<file path="src/rtl/serial_rx.sv">
`default_nettype none
// +--------------------------------------------------------------------------+
// | Module  : serial_rx                                                      |
// | Brief   : 8N1 UART receiver, 2-flop input sync, mid-bit sampling.        |
// |           Optional macro RX_MAJORITY_EN: 3-sample majority vote.         |
// | Revision: 1.0  initial release                                           |
// +--------------------------------------------------------------------------+
module serial_rx #(
   parameter int DIVISOR    = 868,
   parameter int DATA_WIDTH = 8
) (
   input  logic                  clk_in,
   input  logic                  rst_in,
   input  logic                  data_in,
   output logic [DATA_WIDTH-1:0] data_out,
   output logic                  valid_out,
   output logic                  frame_err_out,
   output logic                  busy_out
);

   localparam int HALF        = DIVISOR / 2;
   localparam int COUNT_WIDTH = $clog2(DIVISOR + 1);
   localparam int IND_WIDTH   = (DATA_WIDTH > 1) ? $clog2(DATA_WIDTH) : 1;

   typedef enum logic [1:0] {
      S_IDLE  = 2'd0,
      S_START = 2'd1,
      S_DATA  = 2'd2,
      S_STOP  = 2'd3
   } state_t;

   state_t                  r_state, w_state_nxt;
   logic                    r_sync1, r_rx_s;
   logic [COUNT_WIDTH-1:0]  r_count, w_count_nxt;
   logic [IND_WIDTH-1:0]    r_ind, w_ind_nxt;
   logic [DATA_WIDTH-1:0]   r_shift, w_shift_nxt;
   logic [DATA_WIDTH-1:0]   r_data, w_data_nxt;
   logic                    r_valid, w_valid_nxt;
   logic                    r_ferr, w_ferr_nxt;
   logic                    r_armed, w_armed_nxt;
   logic                    w_sample;

`ifdef RX_MAJORITY_EN
   // Two previous rx_s values; majority with the current one rejects single-cycle glitches.
   logic [1:0] r_hist;

   always_ff @(posedge clk_in) begin
      if (rst_in) begin
         r_hist <= 2'b11;
      end else begin
         r_hist <= {r_hist[0], r_rx_s};
      end
   end

   assign w_sample = (r_rx_s & r_hist[0]) | (r_rx_s & r_hist[1]) | (r_hist[0] & r_hist[1]);
`else
   assign w_sample = r_rx_s;
`endif

   always_comb begin
      w_state_nxt = r_state;
      w_count_nxt = r_count;
      w_ind_nxt   = r_ind;
      w_shift_nxt = r_shift;
      w_data_nxt  = r_data;
      w_valid_nxt = 1'b0;
      w_ferr_nxt  = 1'b0;
      case (r_state)
         S_IDLE: begin
            if (!r_rx_s && r_armed) begin
               w_state_nxt = S_START;
               w_count_nxt = '0;
            end
         end
         S_START: begin
            if (r_count == COUNT_WIDTH'(HALF)) begin
               w_count_nxt = '0;
               w_ind_nxt   = '0;
               w_state_nxt = w_sample ? S_IDLE : S_DATA;
            end else begin
               w_count_nxt = r_count + COUNT_WIDTH'(1);
            end
         end
         S_DATA: begin
            if (r_count == COUNT_WIDTH'(DIVISOR)) begin
               w_shift_nxt[r_ind] = w_sample;
               w_count_nxt        = '0;
               if (r_ind == IND_WIDTH'(DATA_WIDTH - 1)) begin
                  w_state_nxt = S_STOP;
               end else begin
                  w_ind_nxt = r_ind + IND_WIDTH'(1);
               end
            end else begin
               w_count_nxt = r_count + COUNT_WIDTH'(1);
            end
         end
         S_STOP: begin
            if (r_count == COUNT_WIDTH'(DIVISOR)) begin
               if (w_sample) begin
                  w_data_nxt  = r_shift;
                  w_valid_nxt = 1'b1;
               end else begin
                  w_ferr_nxt = 1'b1;
               end
               w_state_nxt = S_IDLE;
               w_count_nxt = '0;
            end else begin
               w_count_nxt = r_count + COUNT_WIDTH'(1);
            end
         end
         default: begin
            w_state_nxt = S_IDLE;
            w_count_nxt = '0;
         end
      endcase

      // A framing error disarms until the line is seen high, so a held break cannot retrigger.
      w_armed_nxt = r_armed;
      if (w_ferr_nxt) begin
         w_armed_nxt = 1'b0;
      end else if (r_rx_s) begin
         w_armed_nxt = 1'b1;
      end
   end

   always_ff @(posedge clk_in) begin
      if (rst_in) begin
         r_state <= S_IDLE;
         r_sync1 <= 1'b1;
         r_rx_s  <= 1'b1;
         r_count <= '0;
         r_ind   <= '0;
         r_shift <= '0;
         r_data  <= '0;
         r_valid <= 1'b0;
         r_ferr  <= 1'b0;
         r_armed <= 1'b1;
      end else begin
         r_state <= w_state_nxt;
         r_sync1 <= data_in;
         r_rx_s  <= r_sync1;
         r_count <= w_count_nxt;
         r_ind   <= w_ind_nxt;
         r_shift <= w_shift_nxt;
         r_data  <= w_data_nxt;
         r_valid <= w_valid_nxt;
         r_ferr  <= w_ferr_nxt;
         r_armed <= w_armed_nxt;
      end
   end

   assign data_out      = r_data;
   assign valid_out     = r_valid;
   assign frame_err_out = r_ferr;
   assign busy_out      = (r_state != S_IDLE);

endmodule
`default_nettype wire

</file>
<file path="config.mk">
export PLATFORM = sky130hd
export DESIGN_NAME = serial_rx
export DESIGN_NICKNAME = d
export VERILOG_FILES = /design/src/rtl/serial_rx.sv
export SDC_FILE = /design/constraint.sdc
export NUM_CORES = 1
export LEC_CHECK = 0
export ABC_AREA = 1
export CORE_ASPECT_RATIO = 2
export CORE_MARGIN = 4
export CORE_UTILIZATION = 60
export CTS_BUF_LIST = sky130_fd_sc_hd__clkbuf_8 sky130_fd_sc_hd__clkbuf_16
export DETAILED_ROUTE_END_ITERATION = 8
export MAX_ROUTING_LAYER = met4
export PLACE_DENSITY = 0.82
export SYNTH_ARGS = -nofsm -noshare
export SYNTH_HDL_FRONTEND = slang
export SYNTH_SLANG_ARGS = --single-unit
export TNS_END_PERCENT = 20
</file>
<file path="constraint.sdc">
create_clock -name clk_in -period 2.5 [get_ports clk_in]
set_clock_uncertainty 0.15 [all_clocks]
set_input_delay 0.5 -clock clk_in [delete_from_list [all_inputs] [get_ports clk_in]]
set_output_delay 0.5 -clock clk_in [all_outputs]
set_load 0.05 [all_outputs]
</file>
==> results of run 1 <==
==> logic make-up (layout without fill, tap and decap cells) <==
family / Yosys count / in the layout
adders and majority gates: 5 / 5
buffers and inverters: 44 / 62
DFF: 36 / 36
AOI/OAI and AO/OA: 35 / 35
and+or+nand+nor: 148 / 148
xor gates and xnor gates: 1 / 1
==> through the flow <==
stage	cell area, um^2	setup WS, ps	std cells
after floorplan	1795	933.5	269
after global placement	1952	479.1	308
after detailed placement	1952	462.3	308
after CTS	2059	133.8	316
after global routing	2059	48.18	316
final	2059	142.4	316
==> registers in the layout, indices dropped and copies added, names as in the netlist, 3 cells and up, named ones only <==
signal,flops
r_count,10
r_ind,3
r_shift,8
data_out,8
==> where the power goes <==
| group | internal [mW] | total (mW) | switching (mW) |
|---|---|---|---|
| logic | 0.0602 | 0.190 | 0.130 |
| registers | 0.592 | 0.613 | 0.0215 |
| clock network | 0.292 | 0.498 | 0.207 |
| total | 0.944 | 1.30 | 0.358 |
==> cell usage in the layout (no fill, tap or decap), drive strengths merged <==
master	count
o21ai	22
dfxtp	36
nand3	10
or2	3
ha	5
a21o	1
nand4	5
nand3b	1
inv	39
buf	2
clkdlybuf4s50	13
a21oi	9
clkinv	2
bufinv	1
nor2	64
xor2	1
clkbuf	5
nand2	62
nor3	3
a211oi	3
==> routing by layer <==
| layer | vias to the layer above | part of all wire | global-route usage |
|---|---|---|---|
| met4 | 0 | 0.035 | 0.09824 |
| met2 | 36 | 0.60 | 0.4422 |
| li1 | 868 | - | - |
| met5 | - | 0 | - |
| met3 | 15 | 0.038 | 0.04459 |
| met1 | 775 | 0.33 | 0.2000 |
==> worst reg2reg max path, stage by stage, from the launching register on <==
cell	delay, ps
dfxtp_1	350
inv_1	90
ha_1	190
nand2_1	60
nor2_1	160
nand3_4	150
nand2_1	110
nand2_2	140
nand2_1	100
o21ai_0	90
nand2_1	80
inv_1	40
==> area by class of cell <==
class | instances | area [um^2] | share of cell area
Tap cell | 29 | 36.28 | 0.01762
Clock inverter | 3 | 38.79 | 0.01883
Sequential cell | 36 | 720.7 | 0.3499
Clock buffer | 5 | 68.82 | 0.03341
Multi-Input combinational cell | 189 | 898.4 | 0.4362
Timing Repair Buffer | 15 | 145.1 | 0.07047
Inverter | 39 | 151.4 | 0.07351
==> path summary, 6_finish.rpt <==
check / slack, ps / to / cells after the start
worst max register to register: 690 / r_count[3] / 11
worst min-delay path: 270 / r_rx_s / 1
worst max-delay path: 140 / busy_out / 3
worst min register to register: 270 / r_rx_s / 1
==> impl_metrics.py, run 1 <==
metrics = {
    "die": {
        "dieArea_um2": 3985,
        "rows": 27,
        "coreArea_um2": 2804,
        "dieHeight_um": 85.36,
        "die_x_um": 46.68,
        "start_util": 0.6403,
        "ios": 14,
    },
    "sta": {
        "setup_viol": 0,
        "setup_tns_ps": 0,
        "rsz0062_at_grt": "no",
        "fmax_mhz": 424.2,
        "period_needed_ps": 2358,
        "period_share": 0.9430,
        "max_slew_margin": 0.6654,
        "drv_slew": 0,
        "holdWs_ps": 274.6,
        "hold_viol": 0,
        "worst_pin_slew_ps": 500.3,
    },
    "worst_setup_path": {
        "cpPeakStageDelay_ps": 790,
        "cp-start-kind": "register",
        "worstPathRequired_ps": 1850,
        "critPathTopFamily": "buffers and inverters",
        "r2r-start": "r_count[0]",
        "path_class": "register to output pin",
        "worst-path-max-fanout": 7,
        "cp-end-kind": "output pin",
        "cp_cell_sequence": "nor2_1 -> inv_1 -> clkdlybuf4s50_1",
        "worst-path-buf-inv": 2,
        "crit_arrival_ps": 1710,
        "crit_slowest_cell": "clkdlybuf4s50_1",
    },
    "clocking": {
        "clock-root-buffer": "clkbuf_8",
        "cts-resized-gates": 0,
        "post_cts_buffers": 0,
        "clk_pin_slew_ps": 70,
        "ctsHoldBuffers": 0,
        "cts_sinks": 36,
        "clock_latency_ps": 290,
        "numCtsBuffers": 5,
        "cts_tree": "built",
        "htree_num_levels": 2,
        "ctsLongestPathBuffers": 2,
    },
    "drt": {
        "dr.pass1.iters": 6,
        "avgViaCountPerCell": 5.361,
        "antenna_left": 0,
        "wl_um": 3791,
        "drc": 0,
        "routedWlPerCell_um": 12.00,
        "vias": 1694,
        "drt-initial-drc-count": 44,
    },
    "yosys": {
        "synthCells": 269,
        "ys_ff_latch": 36,
        "yosys_warnings": 0,
        "synth.area.top_cells": "dfxtp_1 (40%), nand2_1 (12%), nor2_1 (12%)",
        "ys_seq_area_frac": 0.4014,
        "synth_top_area_cell": "dfxtp_1",
        "synthTopCellsByCount": "nand2_1 (59), nor2_1 (59), dfxtp_1 (36)",
        "synth_cell_types": 28,
        "synth_top_family_by_area": "simple AND/OR/NAND/NOR gates",
        "ys_async_sr_fraction": 0,
        "syn_nets": 277,
        "synthSimpleGateAreaFrac": 0.3554,
        "syn_avg_cell_area_um2": 6.675,
        "synth.top_cell.area_share": 0.4014,
        "synthMuxAreaShare": 0,
        "syn_area_um2": 1795,
        "synth_compound_area_frac": 0.1052,
        "synth_edf_count": 0,
        "synth_xor_area_frac": 0.004878,
        "synth-adder-area-share": 0.03484,
        "synth_ff_type": "dfxtp_1",
    },
    "layout": {
        "final_nets": 294,
        "drive_gt1_frac": 0.09059,
        "utilization": 0.7345,
        "area_growth_pct": 14.70,
        "fillCellCount": 251,
        "insertedDiodeCount": 0,
    },
    "power_and_ir_drop": {
        "peakVddDrop_mv": 0.5085,
        "power.total_mw": 1.301,
        "power_density_nw_per_um2": 631.9,
        "leakage_nw": 0.9016,
    },
    "global_routing": {
        "track_usage": 0.2326,
        "antenna_found_initial": 0,
        "grt_pass1_vias": 1604,
        "grt_pass1_wl_um": 6686,
        "grt_max_degree": 24,
        "gr-total-overflow": 0,
    },
    "worst_hold_path": {
        "holdCritPathClass": "register to register",
        "hold_path_startpoint": "r_sync1",
    },
    "run_status": {
        "outcome": "finished clean",
    },
    "placed_design": {
        "dp_hpwl_um": 2859,
        "portBuffers": 13,
        "place_congestion": 0.8401,
    },
    "job": {
        "cap_violations": 0,
    },
}
No activity file was read; power rests on OpenSTA's default activity.
==> run 2, diff against run 1 <==
SLEW_MARGIN = 10   (was not set)
==> results of run 2 <==
Final layout, timing and power as in run 1 (identical DEF).
